`config.mk`:
```
export PLATFORM = sky130hd
export DESIGN_NAME = traffic_signal_monitor
export DESIGN_NICKNAME = d
export VERILOG_FILES = /design/src/rtl/traffic_signal_monitor.sv
export SDC_FILE = /design/constraint.sdc
export NUM_CORES = 1
export LEC_CHECK = 0
export CORE_AREA = 5 5 63 65
export DETAILED_ROUTE_END_ITERATION = 6
export DIE_AREA = 0 0 68 70
export GPL_TIMING_DRIVEN = 0
export PLACE_DENSITY = 0.76
export SYNTH_ARGS = -nofsm -noshare
export SYNTH_HDL_FRONTEND = slang
export SYNTH_SLANG_ARGS = --single-unit
```
`constraint.sdc`:
```
create_clock -name clk -period 2.7 [get_ports clk]
set_clock_uncertainty 0.15 [all_clocks]
set_input_delay 0.54 -clock clk [delete_from_list [all_inputs] [get_ports clk]]
set_output_delay 0.54 -clock clk [all_outputs]
set_load 0.03 [all_outputs]
```
`src/rtl/traffic_signal_monitor.sv`:
```
// traffic_signal_monitor
//
// Independent receiver and conflict monitor for the 2-bit lamp codes coming
// from the traffic light controller. Decodes each direction's code into a
// one-hot lamp drive, checks every sample against the signalling protocol
// and, on a violation, latches the first fault cause and flashes both
// directions red until an operator clear.
//
// Codes: 00 green, 01 yellow, 11 red, 10 illegal.
//
// Ports
//   clk            system clock, rising edge
//   rst_n          synchronous active-low reset
//   highway_light  highway code from the controller
//   farm_light     farm road code from the controller
//   fault_clear    operator clear, only acted on while faulted
//   highway_lamps  {red, yellow, green} highway lamp drive (registered)
//   farm_lamps     {red, yellow, green} farm lamp drive (registered)
//   fault          high while faulted (registered)
//   fault_code     first fault cause: 0 none, 1 conflict, 2 illegal code,
//                  3 illegal transition, 4 short yellow (registered)
module traffic_signal_monitor #(
    parameter int MIN_YELLOW = 20,
    parameter int FLASH_HALF = 8
) (
    input  logic       clk,
    input  logic       rst_n,
    input  logic [1:0] highway_light,
    input  logic [1:0] farm_light,
    input  logic       fault_clear,
    output logic [2:0] highway_lamps,
    output logic [2:0] farm_lamps,
    output logic       fault,
    output logic [2:0] fault_code
);

    localparam int YW = $clog2(MIN_YELLOW + 1);
    localparam int FW = $clog2(2 * FLASH_HALF);

    localparam logic [YW-1:0] Y_MIN  = YW'(MIN_YELLOW);
    localparam logic [FW-1:0] F_HALF = FW'(FLASH_HALF);
    localparam logic [FW-1:0] F_LAST = FW'(2 * FLASH_HALF - 1);

    localparam logic [1:0] C_GREEN   = 2'b00;
    localparam logic [1:0] C_YELLOW  = 2'b01;
    localparam logic [1:0] C_ILLEGAL = 2'b10;
    localparam logic [1:0] C_RED     = 2'b11;

    localparam logic [2:0] LAMP_RED = 3'b100;
    localparam logic [2:0] LAMP_OFF = 3'b000;

    localparam logic [2:0] FC_NONE     = 3'd0;
    localparam logic [2:0] FC_CONFLICT = 3'd1;
    localparam logic [2:0] FC_ILLEGAL  = 3'd2;
    localparam logic [2:0] FC_TRANS    = 3'd3;
    localparam logic [2:0] FC_SHORT    = 3'd4;

    typedef enum logic [1:0] {
        S_INIT,
        S_RUN,
        S_FAULT
    } state_t;

    state_t        state;
    logic          armed;      // low for the first edge after reset release
    logic [1:0]    hw_prev;
    logic [1:0]    fm_prev;
    logic [YW-1:0] hw_ycnt;
    logic [YW-1:0] fm_ycnt;
    logic [FW-1:0] flash_cnt;  // phase of the next FAULT cycle
    logic [2:0]    chk_code;

    function automatic logic [2:0] decode(input logic [1:0] code);
        case (code)
            C_GREEN:  decode = 3'b001;
            C_YELLOW: decode = 3'b010;
            default:  decode = 3'b100;
        endcase
    endfunction

    function automatic logic legal_step(input logic [1:0] prev, input logic [1:0] cur);
        legal_step = (prev == cur)
                  || (prev == C_GREEN  && cur == C_YELLOW)
                  || (prev == C_YELLOW && cur == C_RED)
                  || (prev == C_RED    && cur == C_GREEN);
    endfunction

    function automatic logic short_yellow(input logic [1:0] prev, input logic [1:0] cur,
                                          input logic [YW-1:0] cnt);
        short_yellow = (prev == C_YELLOW) && (cur == C_RED) && (cnt < Y_MIN);
    endfunction

    // Saturating count of consecutive yellow samples, including the current one.
    function automatic logic [YW-1:0] ycnt_next(input logic [1:0] cur, input logic [YW-1:0] cnt);
        if (cur != C_YELLOW)
            ycnt_next = '0;
        else if (cnt >= Y_MIN)
            ycnt_next = Y_MIN;
        else
            ycnt_next = cnt + 1'b1;
    endfunction

    // Fault classification of the current sample; lowest code wins.
    // Transition and yellow-length checks need a previous sample, so only RUN does them.
    always_comb begin
        chk_code = FC_NONE;
        if (highway_light != C_RED && farm_light != C_RED)
            chk_code = FC_CONFLICT;
        else if (highway_light == C_ILLEGAL || farm_light == C_ILLEGAL)
            chk_code = FC_ILLEGAL;
        else if (state == S_RUN) begin
            if (!legal_step(hw_prev, highway_light) || !legal_step(fm_prev, farm_light))
                chk_code = FC_TRANS;
            else if (short_yellow(hw_prev, highway_light, hw_ycnt) ||
                     short_yellow(fm_prev, farm_light, fm_ycnt))
                chk_code = FC_SHORT;
        end
    end

    always_ff @(posedge clk) begin
        if (!rst_n) begin
            state         <= S_INIT;
            armed         <= 1'b0;
            hw_prev       <= C_RED;
            fm_prev       <= C_RED;
            hw_ycnt       <= '0;
            fm_ycnt       <= '0;
            flash_cnt     <= '0;
            highway_lamps <= LAMP_RED;
            farm_lamps    <= LAMP_RED;
            fault         <= 1'b0;
            fault_code    <= FC_NONE;
        end else begin
            armed <= 1'b1;
            case (state)
                S_INIT, S_RUN: begin
                    // The edge that first sees rst_n high still behaves as reset.
                    if (state == S_RUN || armed) begin
                        if (chk_code != FC_NONE) begin
                            // Offending code is never shown; flash starts in its "on" half.
                            state         <= S_FAULT;
                            fault         <= 1'b1;
                            fault_code    <= chk_code;
                            highway_lamps <= LAMP_RED;
                            farm_lamps    <= LAMP_RED;
                            flash_cnt     <= FW'(1);
                        end else begin
                            state         <= S_RUN;
                            hw_prev       <= highway_light;
                            fm_prev       <= farm_light;
                            hw_ycnt       <= ycnt_next(highway_light, (state == S_INIT) ? '0 : hw_ycnt);
                            fm_ycnt       <= ycnt_next(farm_light, (state == S_INIT) ? '0 : fm_ycnt);
                            highway_lamps <= decode(highway_light);
                            farm_lamps    <= decode(farm_light);
                        end
                    end
                end
                S_FAULT: begin
                    if (fault_clear) begin
                        state         <= S_INIT;
                        fault         <= 1'b0;
                        fault_code    <= FC_NONE;
                        highway_lamps <= LAMP_RED;
                        farm_lamps    <= LAMP_RED;
                        flash_cnt     <= '0;
                        hw_ycnt       <= '0;
                        fm_ycnt       <= '0;
                    end else begin
                        highway_lamps <= (flash_cnt < F_HALF) ? LAMP_RED : LAMP_OFF;
                        farm_lamps    <= (flash_cnt < F_HALF) ? LAMP_RED : LAMP_OFF;
                        flash_cnt     <= (flash_cnt == F_LAST) ? '0 : flash_cnt + 1'b1;
                    end
                end
                default: state <= S_INIT;
            endcase
        end
    end

endmodule

```
* Yosys cells after proc, flatten, opt, wreduce, memory -nomap -nowiden
Index checks and enable logic that the tools add are counted.
** Storage, ports and cells
- Register bits after elaboration :: 31
- Logic and storage cells :: 124
** Cells by class
- Add/subtract/negate cells :: 3
- $lt $le $gt $ge :: 5
- Equality and inequality tests :: 23
- Muxes and demuxes :: 46
- Bitwise operators :: 1
- Reduce and logical (&&, ||, !) cells :: 35
** Operators by type and width (count)
- $mux W5 :: 11
- $mux W3 :: 14
- $pmux W3 S2 :: 5
- $pmux W5 S2 :: 2
- $mux W4 :: 4
- $eq A2 B2 Y1 const B :: 7
- $ne A2 B2 Y1 const B :: 6
- $add A5 B1 Y5 const B :: 2
- $eq A2 B1 Y1 const B :: 5
- $ge A5 B5 Y1 const B :: 2
- $logic_not A2 Y1 :: 5
- $logic_or A1 B1 Y1 :: 10
- $lt A5 B5 Y1 const B :: 2
- $logic_and A1 B1 Y1 :: 9
- $pmux W4 S2 :: 1
- $reduce_and A4 Y1 :: 2
- $mux W2 :: 3
- $reduce_and A3 Y1 :: 2
- $add A4 B1 Y4 const B :: 1
- $eq A2 B2 Y1 :: 2
- $eq A4 B4 Y1 const B :: 1
- $lt A4 B4 Y1 const B :: 1
- $mux W1 :: 4
- $ne A2 B1 Y1 const B :: 2
- other kinds (8) :: 10

* Longest topological paths before layout
- Word-level depth :: 15
- Depth in mapped cells :: 12
- Mapped depth without buffers :: 9

* Worst setup path before layout
Ideal clock, no wire load.
- Path type :: input-to-reg
- From :: in farm_light[0]
- To :: reg fm_ycnt[3]
- Setup time :: 0.132 ns
- Data arrival time :: 1.956 ns
- Path slack :: 0.462 ns
- Cell stages on the path :: 8
- Buffers on the path :: 2
- Path through :: buf_6 > and4b_1 > a22o_1 > or3_4 > o21a_1 > buf_6 > o21ai_0 > a21oi_1
** Between the ends
- Word-level cells in the longest chain between the ends :: 14
- Elaborated cells between the ends (all ways) :: 31
- Those cells by class :: eq/ne (7); mux (9); reduce/logical (15)
** RTL lines
- from (decl) :: RTL line 29 : input logic [1:0] farm_light,
- $eq A2 B1 Y1 :: RTL line 83 : || (prev == C_GREEN && cur == C_YELLOW)
- $logic_and A1 B1 Y1 :: RTL line 83
- $logic_or A1 B1 Y1 :: RTL line 83
- $logic_or A1 B1 Y1 :: RTL line 84 : || (prev == C_YELLOW && cur == C_RED)
- $logic_or A1 B1 Y1 :: RTL line 85 : || (prev == C_RED && cur == C_GREEN);
- $logic_not A1 Y1 :: RTL line 112 : if (!legal_step(hw_prev, highway_light) || !legal_step(fm_prev, farm_light))
- $logic_or A1 B1 Y1 :: RTL line 112
- $mux W3 :: RTL line 112
- $mux W3 :: RTL line 111 : else if (state == S_RUN) begin
- $mux W3 :: RTL line 109 : else if (highway_light == C_ILLEGAL || farm_light == C_ILLEGAL)
- $mux W3 :: RTL line 107 : if (highway_light != C_RED && farm_light != C_RED)
- $reduce_bool A3 Y1 :: RTL line 139 : if (chk_code != FC_NONE) begin
- $ne A2 B2 Y1 (no source line)
- $reduce_and A4 Y1 (no source line)
- to (signal assigned) :: RTL line 152 : fm_ycnt <= ycnt_next(farm_light, (state == S_INIT) ? '0 : fm_ycnt);
- to (decl) :: RTL line 69 : logic [YW-1:0] fm_ycnt;
Several ways; a longest one is shown, not always the timed one. The select of a mux whose other input is x is not followed.
A chain may end at the register's enable or synchronous reset.

* Worst setup path in the final report
- From :: in highway_light[1]
- To :: reg fm_ycnt[3]
** Between the ends
- Word-level cells in the longest chain between the ends :: 14
- Elaborated cells between the ends (all ways) :: 26
- Those cells by class :: eq/ne (6); mux (5); reduce/logical (15)
** RTL lines
- from (decl) :: RTL line 28 : input logic [1:0] highway_light,
- $eq A2 B1 Y1 :: RTL line 83
- $logic_and A1 B1 Y1 :: RTL line 83
- $logic_or A1 B1 Y1 :: RTL line 83
- $logic_or A1 B1 Y1 :: RTL line 84
- $logic_or A1 B1 Y1 :: RTL line 85
- $logic_not A1 Y1 :: RTL line 112
- $logic_or A1 B1 Y1 :: RTL line 112
- $mux W3 :: RTL line 112
- $mux W3 :: RTL line 111
- $mux W3 :: RTL line 109
- $mux W3 (*) :: RTL line 107
- $reduce_bool A3 Y1 (*) :: RTL line 139
- $ne A2 B2 Y1 (no source line) (*)
- $reduce_and A4 Y1 (no source line) (*)
Every way passes the cells marked *; elsewhere a longest branch is shown, timed or not.

==> results.py <==
metrics = {
    "synthesis": {
        "synthCells": 215,
        "synth_top_family_by_area": "simple AND/OR/NAND/NOR gates",
        "syn-num-nets": 227,
        "yosysTopAreaCell": "dfxtp_1",
        "synthSimpleGateAreaFrac_pct": 25.95,
        "yosysSeqAreaShare_pct": 34.88,
        "synth_compound_area_share_pct": 25.46,
        "syn_area_sq_um": 1779,
        "synth_area_leaders": "dfxtp_1 35%, a21oi_1 4.8%, nor2_1 4.4%",
        "async_flop_share_pct": 0,
        "synth_edf_count": 0,
        "syn_area_per_cell_sq_um": 8.275,
        "synthMuxAreaShare_pct": 2.883,
        "yosysWarnings": 0,
        "yosys.area.top_type_share_pct": 34.88,
        "synth-xor-area-share_pct": 0.9845,
        "ys.flop_type": "dfxtp_1",
        "yosysUniqueCellTypes": 55,
        "synth_seq_cells": 31,
        "synthAdderAreaFrac_pct": 3.516,
    },
    "clocking": {
        "cts_made_buffers": 5,
        "hold_buffers": 0,
        "clockBufferDepth": 2,
        "clock_latency_ns": 0.34,
        "numClockSinks": 31,
        "cts_root_buf": "clkbuf_4",
        "ctsHtreeMaxLevel": 2,
        "postCtsSetupBuffers": 0,
        "cts_tree": "yes",
        "clk_pin_slew_ns": 0.09,
    },
    "grt": {
        "met1_usage_pct": 24.53,
        "grt_use_met3_pct": 5.609,
        "grt_pass1_vias": 1453,
        "grt_start_max_net_pins": 11,
        "globalRouteTotalUtil_pct": 18.06,
        "busiest_layer": "met2",
        "grt_util_met2_pct": 26.55,
        "gr-total-overflow": 0,
        "grt_pass1_wl_mm": 6.658,
        "antenna_found_initial": 0,
    },
    "setup_path": {
        "startpoint_type": "input port",
        "end_kind": "register",
        "cp.required_ns": 2.76,
        "critPathKind": "in -> reg",
        "r2r_slack_ns": 0.29,
        "crit_arrival_ns": 2.61,
        "crit_fanout": 10,
    },
    "power": {
        "p_comb_share_pct": 21.5,
        "ir_drop_mv": 0.3946,
        "power.switching_mw": 0.3235,
        "clockPowerShare_pct": 34.5,
        "p_int_mw": 0.7887,
        "swShare_pct": 29.09,
        "leakagePower_nw": 0.8328,
        "p_seq_share_pct": 44.0,
        "powerDensity_nw_per_um2": 536.1,
    },
    "run_status": {
        "status": "completed",
    },
    "sta": {
        "rsz0062_at_grt": "false",
        "relSlewSlack_pct": 66.75,
        "slew_violations": 0,
        "hold_viol_final": 0,
        "timing.fmax_ghz": 0.3911,
        "post-route-min-period_ns": 2.557,
        "post-route-period-util_pct": 94.70,
        "fin_tns_setup_ns": 0,
        "worstMarginPinSlew_ns": 0.4988,
        "whs_ns": 0.3062,
        "setup_viol": 0,
    },
    "job": {
        "maxCapViolations": 0,
    },
    "cells_and_area": {
        "layout-drive-gt1-share_pct": 10.92,
        "antennaDiodeCount": 0,
        "area_growth_pct": 16.60,
        "nets": 249,
        "final-seq-area_sq_um": 620.6,
        "multiInputGateArea_sq_um": 1046,
        "nFillCells": 283,
    },
    "detailed_routing": {
        "drc_errors": 0,
        "routed_wl_mm": 4.015,
        "via_count": 1637,
        "first_iter_violations": 104,
        "via_per_inst": 5.764,
        "firstDrtPassIters": 4,
        "ant_nets": 0,
        "post_drt_wl_per_cell_um": 14.14,
    },
    "die": {
        "floorplan.core_area_sq_um": 3284,
        "num_rows": 21,
        "io_pins": 17,
        "die-height_um": 70,
        "initial_core_util_pct": 54.17,
        "die_w_um": 68,
        "die_area_sq_um": 4760,
    },
    "hold_path": {
        "holdCritPathClass": "reg -> reg",
    },
    "placed_design": {
        "io_buffers": 15,
        "place_congestion": 0.8237,
        "dp_hpwl_mm": 2.878,
    },
}
[worst max-delay path, cell delays in order]
cell,delay (ns)
clkdlybuf4s50_1,0.46
buf_2,0.22
mux2_2,0.18
nand2_1,0.16
or3_4,0.45
o21a_1,0.19
buf_6,0.14
o21ai_0,0.18
a21oi_1,0.08
[flip-flops by register name, indices dropped and copies added, names as in the netlist]
signal         count
fault              1
highway_lamps      3
armed              1
state              2
hw_ycnt            5
hw_prev            2
fault_code         3
fm_prev            2
fm_ycnt            5
flash_cnt          4
farm_lamps         3
[what timing repair did]
item	CTS	global route
setup endpoints to repair	0	2
endpoints found under the hold margin	0	0
resized for setup	0	2
[stage by stage]
stage	std cells	instance area [sq um]	total power [mW]	worst slack, ns	util [%]
global route	284	2074	1.161	0.01870	63.16
global placement	276	1987	0.7318	-0.1355	60.50
finish	284	2074	1.112	0.1431	63.16
CTS	284	2073	1.121	0.1470	63.12
detailed placement	276	1987	0.7349	-0.2037	60.50
floorplan	215	1779	0.6680	0.4620	-
[cell families (layout without fill, tap and decap cells)]
logic type	Yosys count	in the layout
AND/OR/NAND/NOR	88	88
AO/OA/AOI/OAI	63	63
flip-flops	31	31
buffers and inverters	21	44
adder cells (fa/ha/maj)	5	5
multiplexers	5	5
XOR/XNOR	2	2
[synth_stat cells (2+ instances only)]
library cell / n
a21o_1: 3
a21oi_1: 17
a221oi_1: 2
a22o_1: 2
a31oi_1: 2
a32o_1: 3
a32oi_1: 3
and3_1: 3
and4b_1: 2
buf_6: 3
clkbuf_1: 5
dfxtp_1: 31
ha_1: 5
inv_1: 10
mux2i_1: 4
nand2_1: 18
nand2b_1: 6
nand3_1: 15
nand3b_1: 6
nand4_1: 2
nor2_1: 21
nor2b_1: 3
nor3_1: 2
nor4_1: 2
o21a_1: 2
o21ai_0: 12
o21ai_1: 2
o31ai_1: 2
[area by class of cell]
type,count,area share (%)
repair buffers,15,7.238
plain buffers,11,3.679
flip-flops and latches,31,29.92
clock inverters,2,1.689
multi-input cells,163,50.42
inverters,10,1.809
clock buffers,6,2.473
well taps,46,2.774
[cell usage in the layout (no fill, tap or decap), types with 2 or more instances in the layout]
cell type	count
nor2_1	21
o21a_1	2
and3_1	3
nand2_1	18
mux2i_1	4
nor4_1	2
o31ai_1	2
a21oi_1	17
clkbuf_1	4
a221oi_1	2
nand4_1	2
nand3b_1	6
buf_6	3
a22o_1	2
clkbuf_4	5
o21ai_0	12
ha_1	5
dfxtp_1	31
inv_1	10
nand2b_1	6
nand3_1	15
and4b_1	2
o21ai_1	2
a31oi_1	2
clkdlybuf4s50_1	15
a32o_1	3
a32oi_1	3
a21o_1	3
nor2b_1	3
nor3_1	2
[power groups by stage]
stage,clock network (mW),registers [mW],logic (mW)
final,0.384,0.489,0.239
after global routing,0.411,0.492,0.257
after CTS,0.396,0.489,0.236
after detailed placement,0,0.500,0.235
after global placement,0,0.499,0.233
after floorplan,0,0.515,0.153
[final timing paths]
check        cells after the start                  startpoint                    endpoint
min reg2reg                      1  fault_code[2]$_SDFFE_PN0P_  fault_code[2]$_SDFFE_PN0P_
max reg2reg                     12       state[0]$_SDFFE_PN0P_     hw_ycnt[2]$_SDFFE_PN0P_
max                              9            highway_light[1]     fm_ycnt[3]$_SDFFE_PN0P_
min                              1  fault_code[2]$_SDFFE_PN0P_  fault_code[2]$_SDFFE_PN0P_
[metal layers]
layer / wire, um / vias up
li1: - / 830
met1: 1927 / 762
met2: 1829 / 43
met3: 234 / 2
met4: 24 / 0
met5: 0 / -
No activity file was read; power rests on OpenSTA's default activity.
